`config.mk`:
```
export PLATFORM = sky130hd
export DESIGN_NAME = ct_rd_arbiter
export DESIGN_NICKNAME = d
export VERILOG_FILES = /design/src/rtl/ct_rd_arbiter.sv
export SDC_FILE = /design/constraint.sdc
export NUM_CORES = 1
export LEC_CHECK = 0
export CAP_MARGIN = 10
export CORE_MARGIN = 4
export CORE_UTILIZATION = 34
export DETAILED_ROUTE_END_ITERATION = 12
export PLACE_DENSITY = 0.94
export SYNTH_ARGS = -nofsm -noshare
export SYNTH_HDL_FRONTEND = slang
export SYNTH_SLANG_ARGS = --single-unit
```
`constraint.sdc`:
```
create_clock -name clk -period 2.5 [get_ports clk]
set_clock_uncertainty 0.15 [all_clocks]
set_input_delay 0.75 -clock clk [delete_from_list [all_inputs] [get_ports clk]]
set_output_delay 0.75 -clock clk [all_outputs]
set_load 0.05 [all_outputs]
```
`src/rtl/ct_rd_arbiter.sv`:
```
// ct_rd_arbiter: round-robin sharing of the single ct_mem read port between
// the two crack cores. Grants are combinational, at most one read is issued
// per cycle, and a {valid, owner} pipeline matching the memory latency steers
// each returning word to the core that asked for it.
module ct_rd_arbiter #(
    parameter int RD_LAT = 1,
    parameter int AW     = 8,
    parameter int DW     = 8
) (
    input  logic          clk,
    input  logic          rst_n,
    input  logic          req0,
    input  logic          req1,
    input  logic [AW-1:0] addr0,
    input  logic [AW-1:0] addr1,
    output logic          gnt0,
    output logic          gnt1,
    output logic          rvalid0,
    output logic          rvalid1,
    output logic [DW-1:0] rddata,
    output logic [AW-1:0] mem_addr,
    input  logic [DW-1:0] mem_rddata,
    output logic          busy
);

    // run_reg stays low until the first edge after reset release, so nothing
    // is granted before the arbiter has seen one clean clock.
    logic              run_reg;
    logic              last_reg;
    logic [AW-1:0]     mem_addr_reg;
    logic [AW-1:0]     mem_addr_next;
    logic [RD_LAT-1:0] valid_reg;
    logic [RD_LAT-1:0] owner_reg;

    logic              req0_m;
    logic              req1_m;
    logic              gnt0_next;
    logic              gnt1_next;
    logic              grant_any;
    logic              grant_core;

    assign req0_m = req0 & run_reg;
    assign req1_m = req1 & run_reg;

    // Round-robin pick: a lone request wins, a tie goes to the core not granted last.
    always_comb begin
        gnt0_next = 1'b0;
        gnt1_next = 1'b0;
        if (req0_m && req1_m) begin
            if (last_reg) begin
                gnt0_next = 1'b1;
            end else begin
                gnt1_next = 1'b1;
            end
        end else if (req0_m) begin
            gnt0_next = 1'b1;
        end else if (req1_m) begin
            gnt1_next = 1'b1;
        end
    end

    assign grant_any  = gnt0_next | gnt1_next;
    assign grant_core = gnt1_next;
    assign gnt0       = gnt0_next;
    assign gnt1       = gnt1_next;

    // Address mux: granted core's address, otherwise the last driven value.
    always_comb begin
        mem_addr_next = mem_addr_reg;
        if (gnt1_next) begin
            mem_addr_next = addr1;
        end else if (gnt0_next) begin
            mem_addr_next = addr0;
        end
    end

    assign mem_addr = mem_addr_next;

    // Run flag, priority pointer, held address and first in-flight stage.
    always_ff @(posedge clk or negedge rst_n) begin
        if (!rst_n) begin
            run_reg      <= 1'b0;
            last_reg     <= 1'b1;
            mem_addr_reg <= '0;
            valid_reg[0] <= 1'b0;
            owner_reg[0] <= 1'b0;
        end else begin
            run_reg      <= 1'b1;
            if (grant_any) begin
                last_reg <= grant_core;
            end
            mem_addr_reg <= mem_addr_next;
            valid_reg[0] <= grant_any;
            owner_reg[0] <= grant_core;
        end
    end

    // Remaining in-flight stages follow the memory latency one cycle each.
    generate
        for (genvar gi = 1; gi < RD_LAT; gi++) begin : g_flight
            always_ff @(posedge clk or negedge rst_n) begin
                if (!rst_n) begin
                    valid_reg[gi] <= 1'b0;
                    owner_reg[gi] <= 1'b0;
                end else begin
                    valid_reg[gi] <= valid_reg[gi-1];
                    owner_reg[gi] <= owner_reg[gi-1];
                end
            end
        end
    endgenerate

    assign rvalid0 = valid_reg[RD_LAT-1] & ~owner_reg[RD_LAT-1];
    assign rvalid1 = valid_reg[RD_LAT-1] &  owner_reg[RD_LAT-1];
    assign rddata  = mem_rddata;
    assign busy    = |valid_reg;

endmodule
```
After elaboration in Yosys (flattened, before gate mapping)

Index checks and enable logic that the tools add are counted.

Flip-flop bits (word level): 12
Bits of input ports: 28
Output and inout bits: 21

Mux-type cells: 9
Bitwise operators: 6
Reduce and logical (&&, ||, !) cells: 1

Operators with widths:

| kind              | count |
|---|---|
| 8-bit 2-to-1 mux  | 2 |
| 1-bit 2-to-1 mux  | 7 |
| 1-bit bitwise AND | 4 |
| 1-bit logical AND | 1 |
| 1-bit NOT         | 1 |
| 1-bit bitwise OR  | 1 |

Logic depth before layout (Yosys ltp)

Depth in word-level cells: 5
Depth in mapped cells: 3
Gate-level depth less buffers: 3

Worst setup path after synthesis

OpenSTA, ideal clock, no wires.

Path type: input -> output
From: in req1
To: out mem_addr[5]
Data arrival time: 1.556 ns
Slack: 0.044 ns
Cell stages on the path: 3
Buffers on the path: 0
Path through: inv_2 > o211ai_4 > o221a_1

Word-level cells in the longest chain between the ends: 5
Elaborated cells between the ends (all ways): 8

Ends and longest elaborated chain:

| what                                                  | line   | text |
|---|---|---|
| start, declared                                       | 13     | `input logic req1,` |
| 1-bit bitwise AND *                                   | 43     | `assign req1_m = req1 & run_reg;` |
| 1-bit 2-to-1 mux or 1-bit logical AND (tied branches) | 57, 49 |  |
| 1-bit 2-to-1 mux (on tied branches)                   | 55, 49 |  |
| 1-bit 2-to-1 mux or 8-bit 2-to-1 mux (tied branches)  | 49, 72 |  |
| 8-bit 2-to-1 mux *                                    | 70     | `if (gnt1_next) begin` |
| end, declared                                         | 21     | `output logic [AW-1:0] mem_addr,` |

Mark *: on every way between the ends. The rest lies on a longest branch, timed or not.

Worst setup path in the final report

From: in addr0[3]
To: out mem_addr[3]

Word-level cells in the longest chain between the ends: 2

Ends and longest elaborated chain:

| what             | line | text |
|---|---|---|
| start, declared  | 14   | `input logic [AW-1:0] addr0,` |
| 8-bit 2-to-1 mux | 72   | `end else if (gnt0_next) begin` |
| 8-bit 2-to-1 mux | 70   |  |

No other way between the ends.

==> impl_results.md <==
- Status: complete, but fails checks
- Violations in the final reports: negative setup slack
- Mapped cell area: 598.1 sq um
- Crit path time final: 2.531 ns
- H-tree Lvls: 1
- Synth area leaders: dfrtp_1 46%, o221a_2 11%, buf_4 10%
- Area occupied by multi-input gates: 369.1 sq um
- Clk pin slew, worst setup/hold paths: 0.07 ns
- Pwr dens: 634.2 mW/mm^2
- Register area: 302.8 sq um
- Worst skew pair latency: 0.27 ns
- DR vias: 571
- Max Clk Rate: 395.2 MHz
- Routed length per instance: 20.00 um
- Number of global-route vias before repair: 641
- Largest net degree at the start of global routing: 13
- Initial antenna violation count: 0
- CTS Sinks: 12
- Tcrit/Tclk final: 101.2%
- FP Rows: 14
- Clk pwr share: 20.4%
- Initial core utilization: 37.94%
- Max FFs per register: 8
- Max_cap viols: 0
- Pre-CTS setup slack: -0.5595 ns
- Top Ports: 49
- Internal: 503.9 uW
- GR Overflow Total: 0
- Area delta synth->final: 105.2%
- Syn_area_per_cell: 12.21 sq um
- Die Wd: 49.94 um
- Fraction of layout cells with a size suffix above 1: 48.86%
- TritonCTS buffer count: 3
- DRT Wirelength: 2080 um
- GP Congestion: 0.6827
- NumNets Final: 117
- Fin area: 0.001227 sq mm
- CTS max path bufs: 2
- Drt drc: 0
- Yosys top cell by area: dfrtp_1
- Hold WC Path Type: flop to flop
- WP data arrival: 1.63 ns
- Register share of total power: 31.5%
- Yosys reg bits: 12
- Worst-path fanout max: 2
- Global-route wire length before repair: 3298 um
- Layout fillers: 91
- Peak VDD IR: 0.3813 mV
- Worst-margin pin slew: 0.5292 ns
- Ant. Diodes: 0
- Syn Inst Count: 49
- Drt initial violations: 12
- Hold violation count in the final report: 0
- DIE HEIGHT: 49.94 um
- WS Path Type: input pin to output port
- Via density: 5.490
- Final WS setup: -0.03056 ns
- First-pass detailed-route iteration total: 4
- Final core occ: 77.86%
- Yosys warns: 0
- Setup crit end kind: output port
- Top-area cell type share of the netlist area: 46.03%
- Netlist cell types: 17
- Comb power frac: 48.2%
- Die area: 0.002494 sq mm
- DRT antenna net count: 0
- Fin. max-slew vios: 0
- DP Area: 970.9 sq um
- Root Buffer: clkbuf_4
- Detailed placement HPWL: 1171 um
- Seq/Total Area, Yosys: 50.42%
- RSZ-0062 raised after global routing: true
- Worst slew margin: 64.61%
- Pleak: 0.5558 nW
- Input/output buffers: 32
- CTS tree: yes
- Required @ worst endpoint: 1.60 ns
- Sw Ratio: 35.26%
- GRT Total Usage: 17.90%
- Crit path launch type: input pin
- Core box area: 0.001577 sq mm
- Setup violators final: 5
- Net Switching: 274.5 uW
- Syn_nets: 77
[power groups by stage]
stage          clock network, mW  registers (mW)  logic, mW
3_3_place_gp                   0           0.238      0.303
5_1_grt                    0.176           0.248      0.389
6_report                   0.159           0.245      0.375
2_1_floorplan                  0           0.240      0.182
3_5_place_dp                   0           0.240      0.306
4_1_cts                    0.160           0.244      0.358
[placed cells by master (no fill, tap or decap), types with 2 or more instances in the layout]
cell,count
o211ai_4,2
inv_1,3
clkdlybuf4s50_1,10
clkbuf_4,3
or2b_1,8
buf_12,11
dlygate4sd2_1,8
dfrtp_1,10
o221a_4,8
o21ai_4,2
nand3_4,2
buf_4,9
[cell families after synthesis]
family / count (synthesis) / synth area share, %
flops: 12 / 50.42
compound gates: 12 / 21.97
other cells: 1 / 0.6270
simple gates: 12 / 14.44
buf+inv: 12 / 12.55
[metrics by stage]
step,power [mW],setup TNS [ns],hold WS [ns],cells
final,0.7784,-0.07697,0.4882,104
after global routing,0.8139,-0.2155,0.4978,104
after CTS,0.7612,0,0.4832,102
after detailed placement,0.5459,-4.886,0.4288,90
after global placement,0.5414,-4.307,0.3909,90
after floorplan,0.4223,0,0.3044,49
[worst paths after layout]
path,from,endpoint,slack [ns],cells after the start
setup / recovery,addr0[3],mem_addr[3],-0.03,3
hold / removal,last_reg,last_reg,0.49,2
setup reg to reg,last_reg,mem_addr_reg[5],0.92,4
hold reg to reg,last_reg,last_reg,0.49,2
max in group asynchronous,rst_n,run_reg,1.15,1
min in group asynchronous,rst_n,mem_addr_reg[1],0.65,1
[worst max-delay path: stages]
cell and delay [ns]:
clkdlybuf4s50_1 0.45, o221a_4 0.28, buf_12 0.15
[area by class of cell]
cell class	instances	share of cell area, %
Clock buffer	4	2.956
Inverter	4	1.427
Multi-Input combinational cell	28	30.07
Sequential cell	12	24.67
Tap cell	16	1.631
Timing Repair Buffer	40	39.25
[cell usage after synthesis]
master     n
or2b_1     8
buf_4      8
and2_1     1
o221a_1    2
o21ai_2    1
dfrtp_1   11
a31oi_1    1
o221a_2    6
o211ai_4   1
inv_1      3
nor2b_1    1
inv_2      1
a21oi_1    1
nand3_2    1
dfstp_2    1
conb_1     1
nand2_1    1
[routing by layer]
layer | track usage (%) | routed length (um)
met5 | 0 | 0
met4 | 7.373 | 38
met3 | 8.735 | 179
met2 | 29.52 | 1137
met1 | 19.40 | 725
[timing repair]
| item | 4_1_cts | 5_1_grt |
|---|---|---|
| hold buffers | 0 | 0 |
| buffers inserted | 5 | 2 |
| resized for setup | 39 | 5 |
| endpoints found under the setup margin | 10 | 9 |
| pin swaps | 11 | 6 |
| gates cloned | 3 | 0 |
No activity file was read; power rests on OpenSTA's default activity.
